## src/rtl/ch0re_run_ctrl.sv

```systemverilog
// ch0re_run_ctrl: run controller for the ch0re 5-stage pipeline.
//
// Sequences the core reset, counts RUN cycles and retired instructions,
// and detects termination:
//   - a tohost store with bit 0 set
//   - a halt request
//   - a cycle-limit timeout
// Status outputs are registered or decoded from the FSM state register,
// so no input reaches an output combinationally.
//
// Optional feature (compile-time macro CH0RE_RUN_CTRL_WDOG_EN):
//   Retire watchdog. It ends the run when WDOG_CYCLES consecutive RUN
//   cycles retire nothing. It adds the output port wdog_trip.

module ch0re_run_ctrl #(
   parameter int unsigned RST_CYCLES  = 4,
   parameter int unsigned MAX_CYCLES  = 10000,
   parameter int unsigned CNT_W       = 32,
   parameter int unsigned RETIRE_W    = 1,
   parameter int unsigned WDOG_CYCLES = 256
) (
   input  logic                clk,
   input  logic                rst_n,
   input  logic                start,
   output logic                core_rst_n,
   input  logic [RETIRE_W-1:0] retire_vld,
   input  logic                halt_req,
   input  logic                tohost_we,
   input  logic [31:0]         tohost_data,
   output logic                running,
   output logic                done,
   output logic                pass,
   output logic                timeout,
   output logic [30:0]         exit_code,
   output logic [CNT_W-1:0]    cycle_cnt,
   output logic [CNT_W-1:0]    retire_cnt
`ifdef CH0RE_RUN_CTRL_WDOG_EN
   ,
   output logic                wdog_trip
`endif
);

   // Elaboration-time sanity checks on the configuration
   if (RST_CYCLES < 1) begin : g_chk_rst_cycles
      $error("ch0re_run_ctrl: RST_CYCLES must be at least 1");
   end
   if ((RETIRE_W < 1) || (RETIRE_W > 4)) begin : g_chk_retire_w
      $error("ch0re_run_ctrl: RETIRE_W must be in 1..4");
   end
   if (WDOG_CYCLES < 1) begin : g_chk_wdog_cycles
      $error("ch0re_run_ctrl: WDOG_CYCLES must be at least 1");
   end

   // FSM encoding
   localparam logic [1:0] S_IDLE  = 2'd0;
   localparam logic [1:0] S_RESET = 2'd1;
   localparam logic [1:0] S_RUN   = 2'd2;
   localparam logic [1:0] S_DONE  = 2'd3;

   // Reset-hold counter counts RST_CYCLES-1 down to 0
   localparam int unsigned      RC_W    = (RST_CYCLES > 1) ? $clog2(RST_CYCLES) : 1;
   localparam logic [RC_W-1:0]  RC_LOAD = RC_W'(RST_CYCLES - 1);

   // Value of cycle_cnt (before increment) on the last permitted RUN edge
   localparam logic [CNT_W-1:0] TMO_LAST = CNT_W'(MAX_CYCLES - 1);

   // Reserved exit codes for controller-detected terminations
   localparam logic [30:0] CODE_TIMEOUT = 31'h7FFF_FFFF;
   localparam logic [30:0] CODE_WDOG    = 31'h7FFF_FFFE;

   // Number of lanes retiring this cycle, widened to counter width
   function automatic logic [CNT_W-1:0] popcount(input logic [RETIRE_W-1:0] v);
      logic [CNT_W-1:0] n;
      n = '0;
      for (int unsigned i = 0; i < RETIRE_W; i++) begin
         n = n + CNT_W'(v[i]);
      end
      return n;
   endfunction

   // Unsigned add that sticks at all-ones instead of wrapping
   function automatic logic [CNT_W-1:0] sat_add(input logic [CNT_W-1:0] a,
                                                input logic [CNT_W-1:0] b);
      logic [CNT_W:0] s;
      s = {1'b0, a} + {1'b0, b};
      return s[CNT_W] ? {CNT_W{1'b1}} : s[CNT_W-1:0];
   endfunction

   logic [1:0]       state;
   logic [RC_W-1:0]  rst_ctr;

   logic             start_ok;
   logic             run_entry;
   logic             in_run;
   logic [CNT_W-1:0] cycle_nxt;
   logic [CNT_W-1:0] retire_nxt;
   logic             exit_hit;
   logic             tmo_hit;
   logic             wdog_hit;
   logic             term;

`ifdef CH0RE_RUN_CTRL_WDOG_EN
   localparam int unsigned     WD_W      = (WDOG_CYCLES > 1) ? $clog2(WDOG_CYCLES) : 1;
   localparam logic [WD_W-1:0] WDOG_LAST = WD_W'(WDOG_CYCLES - 1);
   logic [WD_W-1:0] wdog_cnt;
   logic            no_retire;
`endif

   assign running = (state == S_RUN);
   assign done    = (state == S_DONE);

   // Decode of this edge's start acceptance, RUN entry, counter updates and termination
   always_comb begin
      start_ok   = start && ((state == S_IDLE) || (state == S_DONE));
      run_entry  = (state == S_RESET) && (rst_ctr == '0);
      in_run     = (state == S_RUN);
      cycle_nxt  = sat_add(cycle_cnt, CNT_W'(1));
      retire_nxt = sat_add(retire_cnt, popcount(retire_vld));
      exit_hit   = tohost_we && tohost_data[0];
      tmo_hit    = (MAX_CYCLES != 0) && (cycle_cnt == TMO_LAST);
      wdog_hit   = 1'b0;
`ifdef CH0RE_RUN_CTRL_WDOG_EN
      no_retire  = (retire_vld == '0);
      wdog_hit   = no_retire && (wdog_cnt == WDOG_LAST);
`endif
      term       = in_run && (exit_hit || halt_req || tmo_hit || wdog_hit);
   end

   // FSM, reset-hold counter and the registered core reset
   always_ff @(posedge clk or negedge rst_n) begin
      if (!rst_n) begin
         state      <= S_IDLE;
         rst_ctr    <= '0;
         core_rst_n <= 1'b0;
      end else begin
         case (state)
            S_IDLE, S_DONE: begin
               core_rst_n <= 1'b0;
               if (start_ok) begin
                  state   <= S_RESET;
                  rst_ctr <= RC_LOAD;
               end
            end
            S_RESET: begin
               if (run_entry) begin
                  state      <= S_RUN;
                  core_rst_n <= 1'b1;
               end else begin
                  rst_ctr <= rst_ctr - RC_W'(1);
               end
            end
            S_RUN: begin
               if (term) begin
                  state      <= S_DONE;
                  core_rst_n <= 1'b0;
               end
            end
            default: begin
               state      <= S_IDLE;
               core_rst_n <= 1'b0;
            end
         endcase
      end
   end

   // Cycle and retire counters: cleared on start, advanced on every RUN edge
   always_ff @(posedge clk or negedge rst_n) begin
      if (!rst_n) begin
         cycle_cnt  <= '0;
         retire_cnt <= '0;
      end else if (start_ok) begin
         cycle_cnt  <= '0;
         retire_cnt <= '0;
      end else if (in_run) begin
         cycle_cnt  <= cycle_nxt;
         retire_cnt <= retire_nxt;
      end
   end

   // Termination status: tohost beats halt, halt beats timeout, timeout beats watchdog
   always_ff @(posedge clk or negedge rst_n) begin
      if (!rst_n) begin
         pass      <= 1'b0;
         timeout   <= 1'b0;
         exit_code <= '0;
      end else if (start_ok) begin
         pass      <= 1'b0;
         timeout   <= 1'b0;
         exit_code <= '0;
      end else if (in_run) begin
         if (exit_hit) begin
            exit_code <= tohost_data[31:1];
            pass      <= (tohost_data[31:1] == 31'd0);
         end else if (halt_req) begin
            exit_code <= 31'd0;
            pass      <= 1'b1;
         end else if (tmo_hit) begin
            exit_code <= CODE_TIMEOUT;
            pass      <= 1'b0;
            timeout   <= 1'b1;
         end else if (wdog_hit) begin
            exit_code <= CODE_WDOG;
            pass      <= 1'b0;
         end
      end
   end

`ifdef CH0RE_RUN_CTRL_WDOG_EN
   // Watchdog: counts consecutive non-retiring RUN cycles, flags a trip when it wins priority
   always_ff @(posedge clk or negedge rst_n) begin
      if (!rst_n) begin
         wdog_cnt  <= '0;
         wdog_trip <= 1'b0;
      end else if (start_ok) begin
         wdog_cnt  <= '0;
         wdog_trip <= 1'b0;
      end else if (run_entry) begin
         wdog_cnt  <= '0;
      end else if (in_run) begin
         if (!no_retire) begin
            wdog_cnt <= '0;
         end else if (!wdog_hit) begin
            wdog_cnt <= wdog_cnt + WD_W'(1);
         end
         if (wdog_hit && !exit_hit && !halt_req && !tmo_hit) begin
            wdog_trip <= 1'b1;
         end
      end
   end
`endif

endmodule

```

## config.mk

```make
export PLATFORM = sky130hd
export DESIGN_NAME = ch0re_run_ctrl
export DESIGN_NICKNAME = d
export VERILOG_FILES = /design/src/rtl/ch0re_run_ctrl.sv
export SDC_FILE = /design/constraint.sdc
export NUM_CORES = 1
export LEC_CHECK = 0
export BUFFER_PORTS_ARGS = -buffer_cell sky130_fd_sc_hd__buf_4
export CORE_ASPECT_RATIO = 0.9
export CORE_MARGIN = 2
export CORE_UTILIZATION = 54
export CTS_CLUSTER_DIAMETER = 200
export DETAILED_ROUTE_END_ITERATION = 12
export PLACE_DENSITY = 0.81
export SKIP_CTS_REPAIR_TIMING = 1
export SYNTH_ARGS = -nofsm -noshare
export SYNTH_HDL_FRONTEND = slang
export SYNTH_SLANG_ARGS = --single-unit
```

## constraint.sdc

```tcl
create_clock -name clk -period 3 [get_ports clk]
set_clock_uncertainty 0.15 [all_clocks]
set_input_delay 0.3 -clock clk [delete_from_list [all_inputs] [get_ports clk]]
set_output_delay 0.3 -clock clk [all_outputs]
set_load 0.03 [all_outputs]
```

==> results of run 1 <==
## stage by stage
step / power, mW / utilization, % / hold slack [ns] / area (µm²) / setup slack, ns
6_report: 4.75 / 69.2 / 0.159 / 7060 / 0.498
3_5_place_dp: 3.66 / 66.4 / 0.258 / 6780 / 0.508
4_1_cts: 4.77 / 69.1 / -0.104 / 7050 / 0.504
3_3_place_gp: 3.60 / 66.4 / 0.250 / 6780 / 0.574
2_1_floorplan: 2.99 / - / -0.146 / 5640 / 0.566
5_1_grt: 5.01 / 69.2 / 0.180 / 7060 / 0.333
## worst reg2reg max path, stage by stage (launching register included)
cell     delay [ns]
dfrtp_1        0.49
and4_1         0.26
nand2_1        0.30
or4_1          0.80
and3_1         0.25
nor3_2         0.17
## state kept, by name, indices dropped and copies added, names as in the netlist
signal      flops
core_rst_n      1
cycle_cnt      32
exit_code      31
pass            1
retire_cnt     32
rst_ctr         2
state           2
timeout         1
## power by group
part	switching [mW]	total [mW]	internal [mW]	leakage, nW
logic	1.22	1.93	0.708	1.72
registers	0.142	1.71	1.57	1.38
clock network	0.492	1.11	0.621	0.138
## path summary, 6_finish.rpt
kind | start | end | slack [ns] | cells after the start
setup reg to reg | cycle_cnt[11]$_DFFE_PN0P_ | cycle_cnt[5]$_DFFE_PN0P_ | 0.50 | 5
max in group asynchronous | rst_n | exit_code[26]$_DFFE_PN0P_ | 1.47 | 3
hold / removal | start | state[1]$_DFFE_PN0P_ | 0.16 | 3
setup / recovery | cycle_cnt[11]$_DFFE_PN0P_ | cycle_cnt[5]$_DFFE_PN0P_ | 0.50 | 5
min in group asynchronous | rst_n | cycle_cnt[5]$_DFFE_PN0P_ | 0.42 | 2
hold reg to reg | exit_code[26]$_DFFE_PN0P_ | exit_code[26]$_DFFE_PN0P_ | 0.34 | 1
## logic make-up (layout without fill, tap and decap cells)
| group | Yosys count | in the layout | share of synthesized area (%) |
|---|---|---|---|
| simple gates | 251 | 251 | 26.5 |
| flops | 102 | 102 | 45.3 |
| mux | 5 | 5 | 0.910 |
| compound gates | 191 | 191 | 22.0 |
| buf+inv | 46 | 172 | 3.50 |
| fa+ha+maj | 8 | 8 | 1.77 |
## layout make-up
| class | count | area, µm² |
|---|---|---|
| timing repair buffer | 151 | 1150 |
| clock inverter | 1 | 5.00 |
| fill | 832 | 3140 |
| inverter | 7 | 26.3 |
| clock buffer | 13 | 270 |
| multi-input combinational | 455 | 2900 |
| tap | 129 | 161 |
| sequential | 102 | 2550 |
## layout by cell type (no fill, tap or decap), drive strengths merged, types with 3 or more instances in the layout
cell,Yosys,layout
nand4,12,12
a311oi,12,12
and3,25,25
nor2,32,32
mux2i,4,4
o21a,33,33
nand3,46,46
buf,14,150
nor4,26,26
a41o,3,3
nor4b,5,5
and4,14,14
a21oi,58,58
and2,11,11
a211oi,6,6
and4b,4,4
o21ai,29,29
nand2,25,25
o211a,4,4
or4,3,3
nor3,36,36
ha,8,8
dfrtp,102,102
inv,6,6
clkbuf,25,13
a41oi,4,4
a31oi,28,28
## synth_stat cells, drive strengths merged, types with 3 or more instances
| master | n | share of area, % |
|---|---|---|
| a211oi | 6 | 0.80 |
| a21oi | 58 | 5.2 |
| a311oi | 12 | 1.9 |
| a31oi | 28 | 3.1 |
| a41o | 3 | 0.53 |
| a41oi | 4 | 0.62 |
| and2 | 11 | 1.2 |
| and3 | 25 | 2.9 |
| and4 | 14 | 2.2 |
| and4b | 4 | 0.71 |
| buf | 14 | 1.4 |
| clkbuf | 25 | 1.7 |
| dfrtp | 102 | 45 |
| ha | 8 | 1.8 |
| inv | 6 | 0.40 |
| mux2i | 4 | 0.71 |
| nand2 | 25 | 1.7 |
| nand3 | 46 | 4.3 |
| nand4 | 12 | 1.9 |
| nor2 | 32 | 2.1 |
| nor3 | 36 | 3.5 |
| nor4 | 26 | 3.4 |
| nor4b | 5 | 0.78 |
| o211a | 4 | 0.71 |
| o21a | 33 | 4.4 |
| o21ai | 29 | 2.6 |
| or4 | 3 | 0.40 |
## metal layers
metal / GRT usage (%) / vias to the layer above / wire length (µm)
li1: - / 2588 / -
met1: 38.0 / 2709 / 6910
met2: 43.5 / 255 / 7590
met3: 6.31 / 30 / 1160
met4: 9.12 / 0 / 277
met5: 0 / - / 0
==> impl_results.md, run 1 <==
- RSZ-0062 raised after global routing: false
- Vias per cell: 6.51
- Clk_lat worst skew: 0.35 ns
- Synth Area per Inst: 9.35 µm²
- Slew @ Worst Pin: 0.754 ns
- Remaining global-route overflow: 0
- Fin crit share: 83.4%
- Initial antenna violation count: 0
- Setup-failing EPs final: 0
- Max stage delay on crit path: 0.80 ns
- Post-route ant nets: 0
- Number of DRC markers in iteration 0: 558
- H-Tree Level Count: 3
- Root buffer cell: clkbuf_16
- Hold crit path type: input port to register
- Top FF cell, synth: dfrtp_1
- Syn Nets: 649
- Clock transition at path regs: 0.07 ns
- Io pins: 138
- PwrDens: 673 nW/µm²
- Post-synth ARST share: 100%
- Top delay family on crit path: simple AND/OR/NAND/NOR gates
- Final wirelength: 15.9 mm
- Vias in the first global route: 5,024
- Gpl congestion: 0.930
- Post-synthesis register bit count: 102
- Status: finished clean
- Port bufs: 137
- Post-route minimum period: 2.50 ns
- Register area share after synthesis: 45.3%
- # diodes: 0
- Clk buf depth: 2
- Hpwl dp: 11.0 mm
- Share of cells above drive strength 1: 25.4%
- Largest net degree at the start of global routing: 59
- CTS Buf Count: 9
- Core Area: 10,200 µm²
- Layout Nets: 772
- Max-slew violations: 0
- Distinct cell type count after synthesis: 63
- Die H: 101 µm
- CP bufs+invs: 0
- F_max: 400 MHz
- WP data arrival: 2.61 ns
- Area grow syn2layout: 25.2%
- Num rows: 35
- Residual DRC: 0
- Post-synth EDFFs: 0
- Non-Filler Instances: 858
- Startpoint types: register
- Total vias in the final route: 5,582
- Placed cell count: 843
- Synth warn: 0
- VDD IR-drop max: 602 µV
- Initial Util: 55.3%
- Max-cap violations: 0
- Slowest-stage cell, CP: or4_1
- Die width: 112 µm
- Critical path fanouts, max: 13
- CTS tree: built
- Die area: 11,300 µm²
- CTS Sinks: 102
- Synthesized instance count: 603
- Post-Syn Area: 5640 µm²
- Slew margin rel.: 49.7%
- Pre-antenna DRT Iters: 5
- DR WL/cell: 18.6 µm
- First-pass GRT wire length: 25.3 mm
- CP cell instances: and4_1 > nand2_1 > or4_1 > and3_1 > nor3_2
- Setup TNS: 0 ns
- CP required: 3.11 ns
- Crit Path Category: register to register
- Total GRT Usage: 27.5%
- Setup crit end kind: register
- Leak: 3.24 nW
- Final Hold Violating Endpoints: 0
No activity file was read; power rests on OpenSTA's default activity.
==> run 2: changes to the inputs <==
- CORE_UTILIZATION: 54 -> 49
- PLACE_DENSITY: 0.81 -> 0.77
- clock period: 3 -> 2.1 ns (I/O delays scaled with it)
==> impl_results.md, run 2 (same netlist as run 1, synthesis figures left out) <==
- Status: complete, but fails checks
- Failing checks: setup timing
- Max-slew violations: 0
- Final Hold Violating Endpoints: 0
- Post-route ant nets: 0
- Slowest-stage cell, CP: dfrtp_2
- Total vias in the final route: 6,139
- Vias per cell: 6.23
- Residual DRC: 0
- Clock power frac: 25.4%
- RSZ-0062 raised after global routing: true
- Die area: 12,400 µm²
- Root buffer cell: clkbuf_16
- CTS tree: built
- H-Tree Level Count: 3
- Hold crit path type: input port to register
- Fill count: 846
- Max stage delay on crit path: 0.44 ns
- Number of DRC markers in iteration 0: 840
- Worst R2R Path Depth: 7
- WP data arrival: 2.35 ns
- Io pins: 138
- Top delay family on crit path: simple AND/OR/NAND/NOR gates
- Hpwl dp: 13.2 mm
- CTS Sinks: 102
- Logic gate share of total power: 42.7%
- Clock transition at path regs: 0.07 ns
- Internal power: 4.75 mW
- Sw frac: 37.9%
- CTS Buf Count: 9
- Die width: 117 µm
- WP depth: 7
- Multi-input gate area: 3190 µm²
- CP cell instances: buf_12 > nor4_4 > and4_1 > nand4_1 > a21oi_4 > clkbuf_16 > o21a_1
- Die H: 106 µm
- Share of cells above drive strength 1: 42.7%
- Final wirelength: 19.3 mm
- F_max: 451 MHz
- Fin crit share: 106%
- Clk buf depth: 2
- Setup-failing EPs final: 39
- Slew @ Worst Pin: 0.572 ns
- Initial antenna violation count: 0
- Sw Pwr: 2.90 mW
- Largest net degree at the start of global routing: 42
- Power share of the sequential group: 31.9%
- CP required: 2.23 ns
- Area grow syn2layout: 47.6%
- Commonest non-fill, non-tap cells in the layout: buf_4 (240), dfrtp_1 (79), a21oi_1 (57)
- Vias in the first global route: 5,897
- Placed cell count: 956
- Startpoint types: register
- Critical path fanouts, max: 8
- Non-Filler Instances: 986
- Area occupied by registers: 2580 µm²
- CP bufs+invs: 2
- Clk_lat worst skew: 0.35 ns
- Crit Path Category: register to register
- Setup crit end kind: register
- Gpl congestion: 0.918
- Slew margin rel.: 61.9%
- Final worst slack: -0.119 ns
- Regs by FF count: cycle_cnt x32, retire_cnt x32, exit_code x31
- Post-route minimum period: 2.22 ns
- Port bufs: 137
- Core Area: 11,300 µm²
- VDD IR-drop max: 764 µV
- Num rows: 37
- PwrDens: 920 nW/µm²
- # diodes: 0
- Initial Util: 49.7%
- Commonest non-fill, non-tap cell in the layout: buf_4
- Remaining global-route overflow: 0
- Layout Nets: 871
- Total GRT Usage: 30.2%
- Max-cap violations: 0
- First-pass GRT wire length: 29.4 mm
- Pre-antenna DRT Iters: 5
- DR WL/cell: 19.5 µm
- Fin Hold WS: 0.0803 ns
- Worst Hold Depth: 3
- Leak: 3.85 nW
[run 2: cell types whose count changed in the layout (fill, tap and decap cells not counted), moves of 6 or more]
cell,change
buf_4,+91
dfrtp_1,-23
dfrtp_2,+23
nor3_1,-6
nor3_2,+6
nor4_1,-9
[run 2: worst paths after layout]
kind                                            from                   endpoint  slack, ns
setup / recovery           cycle_cnt[17]$_DFFE_PN0P_  exit_code[19]$_DFFE_PN0P_      -0.12
hold / removal                                 start       state[1]$_DFFE_PN0P_       0.08
setup reg to reg           cycle_cnt[17]$_DFFE_PN0P_  exit_code[19]$_DFFE_PN0P_      -0.12
hold reg to reg            exit_code[15]$_DFFE_PN0P_  exit_code[15]$_DFFE_PN0P_       0.35
max in group asynchronous                      rst_n  cycle_cnt[24]$_DFFE_PN0P_       0.80
min in group asynchronous                      rst_n   cycle_cnt[7]$_DFFE_PN0P_       0.23
[run 2: cell type report]
class | count | share of cell area [%]
well taps | 156 | 2.35
flip-flops and latches | 102 | 31.0
clock buffers | 11 | 2.92
multi-input cells | 455 | 38.3
repair buffers | 250 | 23.8
clock inverters | 5 | 1.28
inverters | 7 | 0.331
[run 2: per-stage QoR]
stage / setup TNS, ns / power [mW] / utilization (%) / setup slack [ns] / area (µm²)
2_1_floorplan: -0.270 / 4.36 / - / -0.0639 / 5790
3_3_place_gp: -0.0471 / 5.41 / 67.1 / -0.0250 / 7610
3_5_place_dp: -0.302 / 5.53 / 67.1 / -0.0644 / 7610
4_1_cts: -0.557 / 7.48 / 70.2 / -0.0857 / 7960
5_1_grt: -5.49 / 8.02 / 73.4 / -0.142 / 8320
6_report: -3.21 / 7.66 / 73.4 / -0.119 / 8320
[run 2: power by group through the flow]
stage / clock network, mW / logic (mW) / registers (mW)
2_1_floorplan: 0 / 1.44 / 2.93
3_5_place_dp: 0 / 3.05 / 2.47
3_3_place_gp: 0 / 2.96 / 2.45
4_1_cts: 1.97 / 3.08 / 2.44
6_report: 1.94 / 3.27 / 2.44
5_1_grt: 2.04 / 3.51 / 2.47
[run 2: per-layer routing]
layer	global-route usage, %	vias up	wire length, µm	part of all wire [%]
met5	0	-	0	0
met3	5.12	34	1420	7.4
met1	40.0	2999	7780	40
met4	12.0	0	450	2.3
met2	49.1	315	9620	50
li1	-	2791	-	-
[run 2: tightest hold or removal path, cell delays in order]
cell and delay [ns]:
buf_4 0.11, o211a_1 0.14, o22ai_1 0.07
==> run 3: changes to the inputs <==
- BUFFER_PORTS_ARGS: -buffer_cell sky130_fd_sc_hd__buf_4 -> default
- CORE_UTILIZATION: 49 -> 45
- DONT_BUFFER_PORTS: default -> 1
- PLACE_DENSITY: 0.77 -> default
==> impl_results.md, run 3 (same netlist as run 1, synthesis figures left out) <==
- Largest net degree at the start of global routing: 103
- Crit Path Category: register to register
- First-pass GRT wire length: 27.2 mm
- H-Tree Level Count: 3
- Num rows: 38
- Max-slew violations: 0
- Pre-antenna DRT Iters: 5
- Status: complete, but fails checks
- Placed inst area: 6790 µm²
- Slowest-stage cell, CP: o41a_1
- Commonest non-fill, non-tap cell in the layout: buf_4
- GRT busiest layer: met2
- Setup crit end kind: register
- Number of DRC markers in iteration 0: 763
- Regs by FF count: cycle_cnt x32, retire_cnt x32, exit_code x31
- Vias per cell: 6.43
- Core Area: 12,100 µm²
- Fin util: 66.5%
- Vias in the first global route: 5,339
- Residual DRC: 0
- Slew margin rel.: 24.7%
- Hpwl dp: 12.4 mm
- Max-cap violations: 0
- Total GRT Usage: 25.8%
- Final Hold Violating Endpoints: 103
- Max stage delay on crit path: 0.48 ns
- # diodes: 0
- Fill count: 962
- Final worst slack: -0.138 ns
- PwrDens: 885 nW/µm²
- Commonest non-fill, non-tap cells in the layout: buf_4 (131), dfrtp_1 (78), a21oi_1 (56)
- Startpoint types: register
- F_max: 447 MHz
- Post-route minimum period: 2.24 ns
- Setup-failing EPs final: 40
- Port bufs: 0
- Initial antenna violation count: 0
- DR WL/cell: 20.7 µm
- Post-route cell area: 8060 µm²
- Clk_lat worst skew: 0.36 ns
- Remaining global-route overflow: 0
- Final wirelength: 19.1 mm
- Root buffer cell: clkbuf_16
- WP data arrival: 2.39 ns
- Total vias in the final route: 5,918
- Met2 GRT Util: 42.1%
- Area grow syn2layout: 43.0%
- Share of cells above drive strength 1: 35.3%
- CP cell instances: ha_4 > ha_4 > nand2_4 > or3_4 > o41a_1 > buf_4 > a21oi_2 > o211a_1
- CP required: 2.26 ns
- Clock transition at path regs: 0.07 ns
- Io pins: 138
- R2R setup slack: -0.14 ns
- GRT met3 Usage: 7.10%
- Die H: 110 µm
- CTS Sinks: 102
- Critical path fanouts, max: 8
- CTS Buf Count: 9
- Hold crit path type: input port to async pin
- CTS tree: built
- Initial Util: 46.5%
- Die area: 13,400 µm²
- GR Layer Usage met1: 33.4%
- RSZ-0062 raised after global routing: true
- Post-route ant nets: 0
- Fin Hold WS: -0.609 ns
- Worst path most repeated cell: ha_4
- VDD IR-drop max: 634 µV
- Fin crit share: 107%
- Layout Nets: 802
- Leak: 3.52 nW
- Clk buf depth: 2
- Failing checks: hold timing, setup timing
- Slew @ Worst Pin: 1.13 ns
- Worst slack, placed: -0.107 ns
- Gpl congestion: 0.882
- Die width: 122 µm
==> run 3: cell count changes in the layout (fill, tap and decap cells not counted), moves of 4 or more <==
cell,delta
nor4_1,-4
buf_6,+6
nor3_2,+5
buf_4,-109
dlygate4sd3_1,+34
nor3_1,-7
==> run 3: path summary, 6_finish.rpt <==
kind	to	startpoint	depth (start not counted)
max	retire_cnt[9]$_DFFE_PN0P_	retire_cnt[0]$_DFFE_PN0P_	8
min	cycle_cnt[8]$_DFFE_PN0P_	rst_n	0
max reg2reg	retire_cnt[9]$_DFFE_PN0P_	retire_cnt[0]$_DFFE_PN0P_	8
min reg2reg	rst_ctr[1]$_DFFE_PN0P_	rst_ctr[1]$_DFFE_PN0P_	2
max in group asynchronous	retire_cnt[21]$_DFFE_PN0P_	rst_n	0
min in group clk	exit_code[23]$_DFFE_PN0P_	tohost_data[24]	3
==> run 3: where the power goes <==
group	switching [mW]	total, mW	internal (mW)	leakage [nW]
combinational	1.41	2.44	1.02	2.02
sequential	0.605	2.85	2.24	1.34
clock	0.779	1.85	1.08	0.163
==> run 3: per-stage QoR <==
| stage | std cells | setup TNS (ns) | power, mW |
|---|---|---|---|
| global placement | 851 | -0.113 | 4.97 |
| detailed placement | 851 | -0.357 | 5.05 |
| global route | 921 | -6.61 | 7.51 |
| finish | 921 | -1.76 | 7.14 |
| floorplan | 603 | -0.270 | 4.36 |
| CTS | 867 | -0.574 | 6.91 |
==> run 3: layout make-up <==
class	instances	area, µm²	share of cell area, %
Multi-Input combinational cell	455	3350	41.5
Sequential cell	102	2580	32.0
Timing Repair Buffer	181	1570	19.5
Clock buffer	10	239	2.96
Tap cell	160	200	2.48
Clock inverter	6	83.8	1.04
Inverter	7	35.0	0.434
==> run 3: worst max-delay path, delay by kind of cell, from the launching register on <==
kind / cells / cell delay (ns)
AO/OA/AOI/OAI: 3 / 0.73
flip-flops: 1 / 0.39
AND/OR/NAND/NOR: 2 / 0.41
adder cells (fa/ha/maj): 2 / 0.30
buffers and inverters: 1 / 0.20
==> run 3: routing by layer <==
metal / vias to the layer above / part of all wire (%)
li1: 2646 / -
met1: 2929 / 40
met2: 298 / 49
met3: 45 / 8.5
met4: 0 / 2.1
met5: - / 0
